### src/rtl/c2c_pkg.sv
// Shared constants, command encodings and FSM states for the address-translation CAM.
package c2c_pkg;

  localparam int unsigned PAGE_W_DEF      = 4;
  localparam int unsigned PID_W_DEF       = 4;
  localparam int unsigned ENTRIES_DEF     = 8;
  localparam int unsigned STAGE_DEPTH_DEF = 32;
  localparam int unsigned DATA_W_DEF      = 2 * PAGE_W_DEF;
  localparam int unsigned CMD_W           = 3;

  localparam logic [CMD_W-1:0] CMD_NOP       = 3'b000;
  localparam logic [CMD_W-1:0] CMD_WRITE     = 3'b001;
  localparam logic [CMD_W-1:0] CMD_LOAD      = 3'b010;
  localparam logic [CMD_W-1:0] CMD_XLATE     = 3'b011;
  localparam logic [CMD_W-1:0] CMD_FLUSH_PID = 3'b100;
  localparam logic [CMD_W-1:0] CMD_FLUSH_ALL = 3'b101;

  typedef enum logic [2:0] {
    ST_IDLE  = 3'd0,
    ST_WRITE = 3'd1,
    ST_LOAD  = 3'd2,
    ST_XLATE = 3'd3,
    ST_FLUSH = 3'd4
  } state_e;

  // Index width that stays at least one bit for single-element arrays.
  function automatic int unsigned idx_w(input int unsigned n);
    return (n > 1) ? $clog2(n) : 1;
  endfunction

endpackage

### src/rtl/c2c_xlate_cam_cam.sv
// PID-tagged translation CAM: match/free search, victim pointer, write and flush ports.
module c2c_cam
  import c2c_pkg::*;
#(
  parameter int unsigned PAGE_W  = PAGE_W_DEF,
  parameter int unsigned PID_W   = PID_W_DEF,
  parameter int unsigned ENTRIES = ENTRIES_DEF
) (
  input  logic              clk,
  input  logic              rst,
  input  logic [PID_W-1:0]  key_pid_i,
  input  logic [PAGE_W-1:0] key_vpn_i,
  output logic              hit_c,
  output logic [PAGE_W-1:0] hit_ppn_c,
  input  logic              wr_en_i,
  input  logic [PAGE_W-1:0] wr_ppn_i,
  input  logic              flush_pid_i,
  input  logic              flush_all_i,
  input  logic [PID_W-1:0]  flush_tag_i
);

  localparam int unsigned IDX_W = idx_w(ENTRIES);

  logic [ENTRIES-1:0] valid_q;
  logic [PID_W-1:0]   pid_q [ENTRIES];
  logic [PAGE_W-1:0]  vpn_q [ENTRIES];
  logic [PAGE_W-1:0]  ppn_q [ENTRIES];
  logic [IDX_W-1:0]   victim_q;

  logic [ENTRIES-1:0] match_c;
  logic [IDX_W-1:0]   hit_idx_c;
  logic               free_c;
  logic [IDX_W-1:0]   free_idx_c;
  logic [IDX_W-1:0]   wr_idx_c;
  logic               use_victim_c;

  // At most one entry matches, so OR-ing the matching indices yields the hit index.
  always_comb begin
    match_c    = '0;
    hit_idx_c  = '0;
    hit_ppn_c  = '0;
    free_c     = 1'b0;
    free_idx_c = '0;
    for (int i = 0; i < ENTRIES; i++) begin
      match_c[i] = valid_q[i] && (pid_q[i] == key_pid_i) && (vpn_q[i] == key_vpn_i);
      if (match_c[i]) begin
        hit_idx_c = hit_idx_c | IDX_W'(i);
        hit_ppn_c = hit_ppn_c | ppn_q[i];
      end
    end
    for (int i = ENTRIES - 1; i >= 0; i--) begin
      if (!valid_q[i]) begin
        free_c     = 1'b1;
        free_idx_c = IDX_W'(i);
      end
    end
    hit_c = |match_c;
  end

  always_comb begin
    use_victim_c = 1'b0;
    if (hit_c) begin
      wr_idx_c = hit_idx_c;
    end else if (free_c) begin
      wr_idx_c = free_idx_c;
    end else begin
      wr_idx_c     = victim_q;
      use_victim_c = 1'b1;
    end
  end

  always_ff @(posedge clk) begin
    if (rst) begin
      valid_q  <= '0;
      victim_q <= '0;
    end else if (flush_all_i) begin
      valid_q  <= '0;
      victim_q <= '0;
    end else begin
      if (flush_pid_i) begin
        for (int i = 0; i < ENTRIES; i++) begin
          if (pid_q[i] == flush_tag_i) valid_q[i] <= 1'b0;
        end
      end
      if (wr_en_i) begin
        valid_q[wr_idx_c] <= 1'b1;
        if (use_victim_c) begin
          victim_q <= (victim_q == IDX_W'(ENTRIES - 1)) ? '0 : victim_q + IDX_W'(1);
        end
      end
    end
  end

  // Tag/payload storage needs no reset: entries are qualified by valid_q.
  always_ff @(posedge clk) begin
    if (wr_en_i) begin
      pid_q[wr_idx_c] <= key_pid_i;
      vpn_q[wr_idx_c] <= key_vpn_i;
      ppn_q[wr_idx_c] <= wr_ppn_i;
    end
  end

endmodule

### src/rtl/c2c_xlate_cam.sv
// Address-translation top: command FSM, staging buffer and registered translate outputs.
module c2c_xlate_cam
  import c2c_pkg::*;
#(
  parameter int unsigned PAGE_W      = PAGE_W_DEF,
  parameter int unsigned PID_W       = PID_W_DEF,
  parameter int unsigned ENTRIES     = ENTRIES_DEF,
  parameter int unsigned STAGE_DEPTH = STAGE_DEPTH_DEF
) (
  input  logic                  clk,
  input  logic                  rst,
  input  logic [CMD_W-1:0]      cmd,
  input  logic [2*PAGE_W-1:0]   datain,
  input  logic                  datavalid,
  input  logic [PID_W-1:0]      PID,
  output logic [2*PAGE_W-1:0]   dataout,
  output logic                  outvalid,
  output logic                  pagefault,
  output logic                  busy,
  output logic                  wd
);

  localparam int unsigned DATA_W = 2 * PAGE_W;
  localparam int unsigned WORD_W = PID_W + DATA_W;
  localparam int unsigned PTR_W  = $clog2(STAGE_DEPTH + 1);
  localparam int unsigned SIDX_W = idx_w(STAGE_DEPTH);

  logic [WORD_W-1:0] stage_mem [STAGE_DEPTH];

  state_e             state_q,     state_d;
  logic [PTR_W-1:0]   wptr_q,      wptr_d;
  logic [SIDX_W-1:0]  rptr_q,      rptr_d;
  logic               wd_q,        wd_d;
  logic [PID_W-1:0]   xpid_q,      xpid_d;
  logic [DATA_W-1:0]  xdata_q,     xdata_d;
  logic               fall_q,      fall_d;
  logic [DATA_W-1:0]  dataout_q,   dataout_d;
  logic               outvalid_q,  outvalid_d;
  logic               pagefault_q, pagefault_d;
  logic               busy_q,      busy_d;

  logic               stage_we_c;
  logic [WORD_W-1:0]  ld_word_c;
  logic [PID_W-1:0]   key_pid_c;
  logic [PAGE_W-1:0]  key_vpn_c;
  logic               cam_wr_c;
  logic               flush_pid_c;
  logic               flush_all_c;
  logic               hit_c;
  logic [PAGE_W-1:0]  hit_ppn_c;

  assign ld_word_c = stage_mem[rptr_q];

  c2c_cam #(
    .PAGE_W  (PAGE_W),
    .PID_W   (PID_W),
    .ENTRIES (ENTRIES)
  ) u_cam (
    .clk         (clk),
    .rst         (rst),
    .key_pid_i   (key_pid_c),
    .key_vpn_i   (key_vpn_c),
    .hit_c       (hit_c),
    .hit_ppn_c   (hit_ppn_c),
    .wr_en_i     (cam_wr_c),
    .wr_ppn_i    (ld_word_c[PAGE_W-1:0]),
    .flush_pid_i (flush_pid_c),
    .flush_all_i (flush_all_c),
    .flush_tag_i (xpid_q)
  );

  // Next-state and output decode; the CAM key follows the staging word during LOAD.
  always_comb begin
    state_d     = state_q;
    wptr_d      = wptr_q;
    rptr_d      = rptr_q;
    wd_d        = wd_q;
    xpid_d      = xpid_q;
    xdata_d     = xdata_q;
    fall_d      = fall_q;
    dataout_d   = dataout_q;
    outvalid_d  = 1'b0;
    pagefault_d = 1'b0;
    stage_we_c  = 1'b0;
    cam_wr_c    = 1'b0;
    flush_pid_c = 1'b0;
    flush_all_c = 1'b0;
    key_pid_c   = xpid_q;
    key_vpn_c   = xdata_q[DATA_W-1:PAGE_W];

    case (state_q)
      ST_IDLE: begin
        case (cmd)
          CMD_WRITE: begin
            state_d = ST_WRITE;
            wptr_d  = '0;
            wd_d    = 1'b0;
          end
          CMD_LOAD: begin
            if (wd_q) begin
              state_d = ST_LOAD;
              rptr_d  = '0;
            end
          end
          CMD_XLATE: begin
            state_d = ST_XLATE;
            xpid_d  = PID;
            xdata_d = datain;
          end
          CMD_FLUSH_PID: begin
            state_d = ST_FLUSH;
            xpid_d  = PID;
            fall_d  = 1'b0;
          end
          CMD_FLUSH_ALL: begin
            state_d = ST_FLUSH;
            fall_d  = 1'b1;
          end
          default: ;
        endcase
      end
      ST_WRITE: begin
        if (cmd == CMD_WRITE) begin
          if (datavalid) begin
            stage_we_c = 1'b1;
            wptr_d     = wptr_q + PTR_W'(1);
            if (wptr_q == PTR_W'(STAGE_DEPTH - 1)) begin
              state_d = ST_IDLE;
              wd_d    = 1'b1;
            end
          end
        end else begin
          state_d = ST_IDLE;
          wd_d    = (wptr_q != '0);
        end
      end
      ST_LOAD: begin
        key_pid_c = ld_word_c[WORD_W-1:DATA_W];
        key_vpn_c = ld_word_c[DATA_W-1:PAGE_W];
        cam_wr_c  = 1'b1;
        rptr_d    = rptr_q + SIDX_W'(1);
        if (PTR_W'(rptr_q) == wptr_q - PTR_W'(1)) begin
          state_d = ST_IDLE;
          wd_d    = 1'b0;
          wptr_d  = '0;
        end
      end
      ST_XLATE: begin
        state_d    = ST_IDLE;
        outvalid_d = 1'b1;
        if (hit_c) begin
          dataout_d = {hit_ppn_c, xdata_q[PAGE_W-1:0]};
        end else begin
          dataout_d   = '0;
          pagefault_d = 1'b1;
        end
      end
      ST_FLUSH: begin
        state_d = ST_IDLE;
        if (fall_q) flush_all_c = 1'b1;
        else        flush_pid_c = 1'b1;
      end
      default: state_d = ST_IDLE;
    endcase

    busy_d = (state_d != ST_IDLE);
  end

  always_ff @(posedge clk) begin
    if (rst) begin
      state_q     <= ST_IDLE;
      wptr_q      <= '0;
      rptr_q      <= '0;
      wd_q        <= 1'b0;
      xpid_q      <= '0;
      xdata_q     <= '0;
      fall_q      <= 1'b0;
      dataout_q   <= '0;
      outvalid_q  <= 1'b0;
      pagefault_q <= 1'b0;
      busy_q      <= 1'b0;
    end else begin
      state_q     <= state_d;
      wptr_q      <= wptr_d;
      rptr_q      <= rptr_d;
      wd_q        <= wd_d;
      xpid_q      <= xpid_d;
      xdata_q     <= xdata_d;
      fall_q      <= fall_d;
      dataout_q   <= dataout_d;
      outvalid_q  <= outvalid_d;
      pagefault_q <= pagefault_d;
      busy_q      <= busy_d;
    end
  end

  always_ff @(posedge clk) begin
    if (stage_we_c) stage_mem[SIDX_W'(wptr_q)] <= {PID, datain};
  end

  assign dataout   = dataout_q;
  assign outvalid  = outvalid_q;
  assign pagefault = pagefault_q;
  assign busy      = busy_q;
  assign wd        = wd_q;

endmodule

### config.mk
export PLATFORM = sky130hd
export DESIGN_NAME = c2c_xlate_cam
export DESIGN_NICKNAME = d
export VERILOG_FILES = /design/src/rtl/c2c_pkg.sv /design/src/rtl/c2c_xlate_cam_cam.sv /design/src/rtl/c2c_xlate_cam.sv
export SDC_FILE = /design/constraint.sdc
export NUM_CORES = 1
export LEC_CHECK = 0
export CAP_MARGIN = 20
export CORE_UTILIZATION = 29
export CTS_CLUSTER_DIAMETER = 50
export DETAILED_ROUTE_END_ITERATION = 6
export PLACE_DENSITY_LB_ADDON = 0.08
export SLEW_MARGIN = 15
export SYNTH_ARGS = -nofsm -noshare
export SYNTH_HDL_FRONTEND = slang
export SYNTH_SLANG_ARGS = --single-unit
### constraint.sdc
create_clock -name clk -period 13.3 [get_ports clk]
set_clock_uncertainty 0.15 [all_clocks]
set_input_delay 1.33 -clock clk [delete_from_list [all_inputs] [get_ports clk]]
set_output_delay 1.33 -clock clk [all_outputs]
set_load 0.05 [all_outputs]
==> out/summary.txt <==
Worst supply voltage drop on vdd: 86.88 uV
Total power: 4.062 mW
HPWL after detailed placement: 41580 microns
Per-instance average area after synthesis: 15.48 sq um
Layout filler cell count: 7306
Leakage dissipation: 8.325 nW
Initial antenna violation count: 0
Port Buffer Count: 29
Worst setup slack after layout: 6.743 ns
Critical Path Max Stage Delay: 0.92 ns
Accumulated negative setup slack: 0 ns
Maximum fanout along the worst path: 60
Wire length of the first global-routing pass: 95740 microns
Diodes inserted: 0
Post-DRT Antenna Nets: 0
Hold bufs inserted after CTS: 0
Share of the synthesized area in compound gates (AO/OA/AOI/OAI): 0.07149
Total count of hold-check failures in the final report: 0
Slew Limit Fails: 0
Post-CTS setup buffer count: 0
Total clock sinks: 535
Total Die Area: 0.07861 sq mm
Post-synthesis cell count: 1452
Chain of cells forming the critical path: buf_4 > mux2i_1 > a22oi_1 > a21oi_1 > or4_1 > and2_0 > a2111o_1 > nor4b_2 > nor2_1 > a31oi_1 > nor2_4 > nor2_1
Maximum number of pins on one net before global-route repair: 61
Data arrival time of the worst path: 6.64 ns
Area of the multi-input gates: 0.006526 sq mm
Dominant combinational cell family by area after synthesis: multiplexers
Count of flip-flops with a built-in enable after synthesis: 480
CORE AREA: 0.07633 sq mm
Routed wire per std cell: 25.33 microns
Number of primary I/O pins: 30
Share of the clock period used by the worst path after layout: 0.4930
Max frequency: 152.5 MHz
Area fraction in and, or, nand and nor cells after synthesis: 0.06414
Slew of the pin with the lowest slew margin: 1.080 ns
Starting density of the core: 0.2944
Relative slew slack: 0.2801
Remaining global-route overflow: 0
Insertion delay of the later-clocked pin in the worst-skew pair: 0.63 ns
Cell seen most often among critical-path stages: sky130_fd_sc_hd__nor2_1
Share of cells above drive strength 1: 0.1668
Post-layout net count: 1557
CTS root buffer: sky130_fd_sc_hd__clkbuf_16
H-tree depth: 3
CTS Buf Count: 78
Site row count: 101
Min Clock Period, post-route: 6.557 ns
Type of the tightest min-delay check: flip-flop to flip-flop
First-iteration detailed-routing DRC count: 920
Routed wire length: 66500 microns
Synthesized netlist net count: 1478
Pwr dens: 152.0 mW/mm^2
DRC errors left: 0
Required time reported for the critical path endpoint: 13.39 ns
Gp weighted congestion: 0.8147
Xor and xnor area share after synthesis: 0.03897
Summed instance area of the synthesized netlist: 0.02247 sq mm
CTS clk-pin slew, worst paths: 0.06 ns
Floorplan die height: 280.4 microns
Worst Hold Depth: 2
Hold Crit Endpoint: dataout[3]
Minimum setup slack among reg-to-reg paths: 6.74 ns
Count of yosys warnings during synthesis: 0
Final-report setup violation count: 0
Fraction of registers with async set or reset after synthesis: 0
Portion of netlist area occupied by mux cells: 0.1081
Worst-case clock buffer depth: 3
Combined flip-flop and latch cell area: 0.01552 sq mm
Vias after detailed routing: 12869
Via count of the first global-routing pass: 13021
Overall fraction of global-route tracks in use: 0.1708
Fraction of the yosys area taken by sequential cells: 0.6904
RSZ-0062 raised after global routing: no
First-pass detailed-route iteration total: 5
Post-synthesis adder-cell area fraction: 0.004454
R2R cell count: 12
Most used DFF post-synth: sky130_fd_sc_hd__edfxtp_1
Layout Area Growth over Synthesis: 18.89%
Number of vias per cell after detailed routing: 4.902
Number of distinct library cells after synthesis: 79
Post_cts resized: 0
Cell type of the slowest stage on the worst timing path: sky130_fd_sc_hd__buf_4
Max-capacitance violation count: 0
Worst min-delay path startpoint: dataout[3]
Final design utilization: 0.3500
Outcome: finished, final reports clean
CP Buf/Inv Count: 1
Worst Path Class, Setup: flip-flop to flip-flop
Worst Setup End Kind: flip-flop
Capture instance of the worst register-to-register path: u_cam.vpn_q[6][2]
Family with the most delay on the worst path: simple AND/OR/NAND/NOR gates
Synthesis-stage register bit count: 535
Width of the die: 280.4 microns
Setup Slack @ Placement: 6.516 ns
Crit path launch type: flip-flop
Clock tree from TritonCTS: yes
## routing by layer
metal | track usage | wire length, microns | vias up
met2 | 0.2787 | 31820 | 308
met5 | 0 | 0 | -
met3 | 0.02798 | 2655 | 113
met4 | 0.05619 | 1935 | 0
li1 | - | - | 5848
met1 | 0.2304 | 30090 | 6600
## area by class of cell
type                            count  area share
Clock buffer                       90     0.07750
Clock inverter                     54     0.02112
Inverter                           20    0.002810
Multi-Input combinational cell    816      0.2443
Sequential cell                   535      0.5809
Tap cell                         1030     0.04823
Timing Repair Buffer               80     0.02519
## cells in the final DEF (no fill, tap or decap), types with 9 or more instances in the layout
cell	n
sky130_fd_sc_hd__edfxtp_1	480
sky130_fd_sc_hd__mux2i_1	147
sky130_fd_sc_hd__clkbuf_16	81
sky130_fd_sc_hd__a22oi_1	76
sky130_fd_sc_hd__nor2_1	75
sky130_fd_sc_hd__xnor2_1	74
sky130_fd_sc_hd__nand2_1	70
sky130_fd_sc_hd__a21oi_1	57
sky130_fd_sc_hd__dfxtp_1	53
sky130_fd_sc_hd__buf_4	51
sky130_fd_sc_hd__mux4_2	40
sky130_fd_sc_hd__clkdlybuf4s50_1	29
sky130_fd_sc_hd__xor2_1	26
sky130_fd_sc_hd__nand4_1	23
sky130_fd_sc_hd__inv_1	19
sky130_fd_sc_hd__nand3_1	18
sky130_fd_sc_hd__o21ai_0	18
sky130_fd_sc_hd__nor2_2	13
sky130_fd_sc_hd__nor3_1	13
sky130_fd_sc_hd__clkinv_2	13
sky130_fd_sc_hd__clkinv_1	10
sky130_fd_sc_hd__nand2b_1	9
sky130_fd_sc_hd__nor4_1	9
## report_power, final
group	total (mW)	internal, mW	switching [mW]	leakage [nW]
registers	1.85	1.84	0.0136	4.78
logic	0.156	0.0571	0.0985	2.26
clock network	2.06	1.25	0.802	1.28
total	4.06	3.15	0.914	8.33
## cells in the mapped netlist, drive strengths merged, types with 6 or more instances
cell	number	area, sq um
mux2i	147	1471
nor2	89	341.6
xnor2	74	648.1
o22ai	8	50.05
clkbuf	39	146.4
dfxtp	55	1101
edfxtp	480	14410
o21ai	22	110.1
a22oi	76	570.6
a21oi	58	294.0
nand3b	6	45.04
ha	8	100.1
nand2	70	262.8
xor2	26	227.7
buf	42	284.0
nor2b	7	43.79
nand4	23	143.9
nor3	14	75.07
nor4	14	87.58
inv	20	75.07
nand2b	10	70.06
and2	8	52.56
mux4	40	900.9
or2	6	37.54
nand3	18	90.09
## state kept, by name (all words and copies together) (netlist names), named ones only
signal,cells
u_cam.vpn_q,32
xdata_q,8
outvalid,1
state_q,3
pagefault,1
fall_q,1
wptr_q,6
wd,1
rptr_q,5
dataout,8
u_cam.pid_q,32
stage_mem,384
u_cam.victim_q,3
u_cam.valid_q,8
xpid_q,4
busy,1
u_cam.ppn_q,32
## kinds of logic (layout without fill, tap and decap cells)
family	after synthesis	in the layout
DFF	535	535
buffers and inverters	101	244
xor gates and xnor gates	100	100
adders and majority gates	8	8
AOI/OAI and AO/OA	229	229
and+or+nand+nor	287	287
muxes	192	192
## through the flow
step / instance area (sq um) / instances / hold slack, ns
final: 26720 / 2625 / 0.3032
after global routing: 26720 / 2625 / 0.3301
after CTS: 26720 / 2625 / 0.3076
after detailed placement: 24080 / 2481 / 0.2971
after global placement: 24080 / 2481 / 0.2921
after floorplan: 22470 / 1452 / 0.2976
## worst max-delay path by stage
stage                         to       from  cells after the start
5_1_grt        u_cam.pid_q[6][0]  flip-flop                     12
3_5_place_dp   u_cam.ppn_q[6][3]  flip-flop                     12
3_3_place_gp   u_cam.ppn_q[6][0]  flip-flop                     12
6_report       u_cam.vpn_q[6][2]  flip-flop                     12
4_1_cts        u_cam.ppn_q[6][3]  flip-flop                     12
2_1_floorplan  u_cam.pid_q[0][0]  flip-flop                     16
## tightest hold or removal path, stage by stage, from the launching register on
cell and delay [ns]:
sky130_fd_sc_hd__dfxtp_1 0.31, sky130_fd_sc_hd__nand2_1 0.05, sky130_fd_sc_hd__a21oi_1 0.05
(Power assumes the default switching activity.)
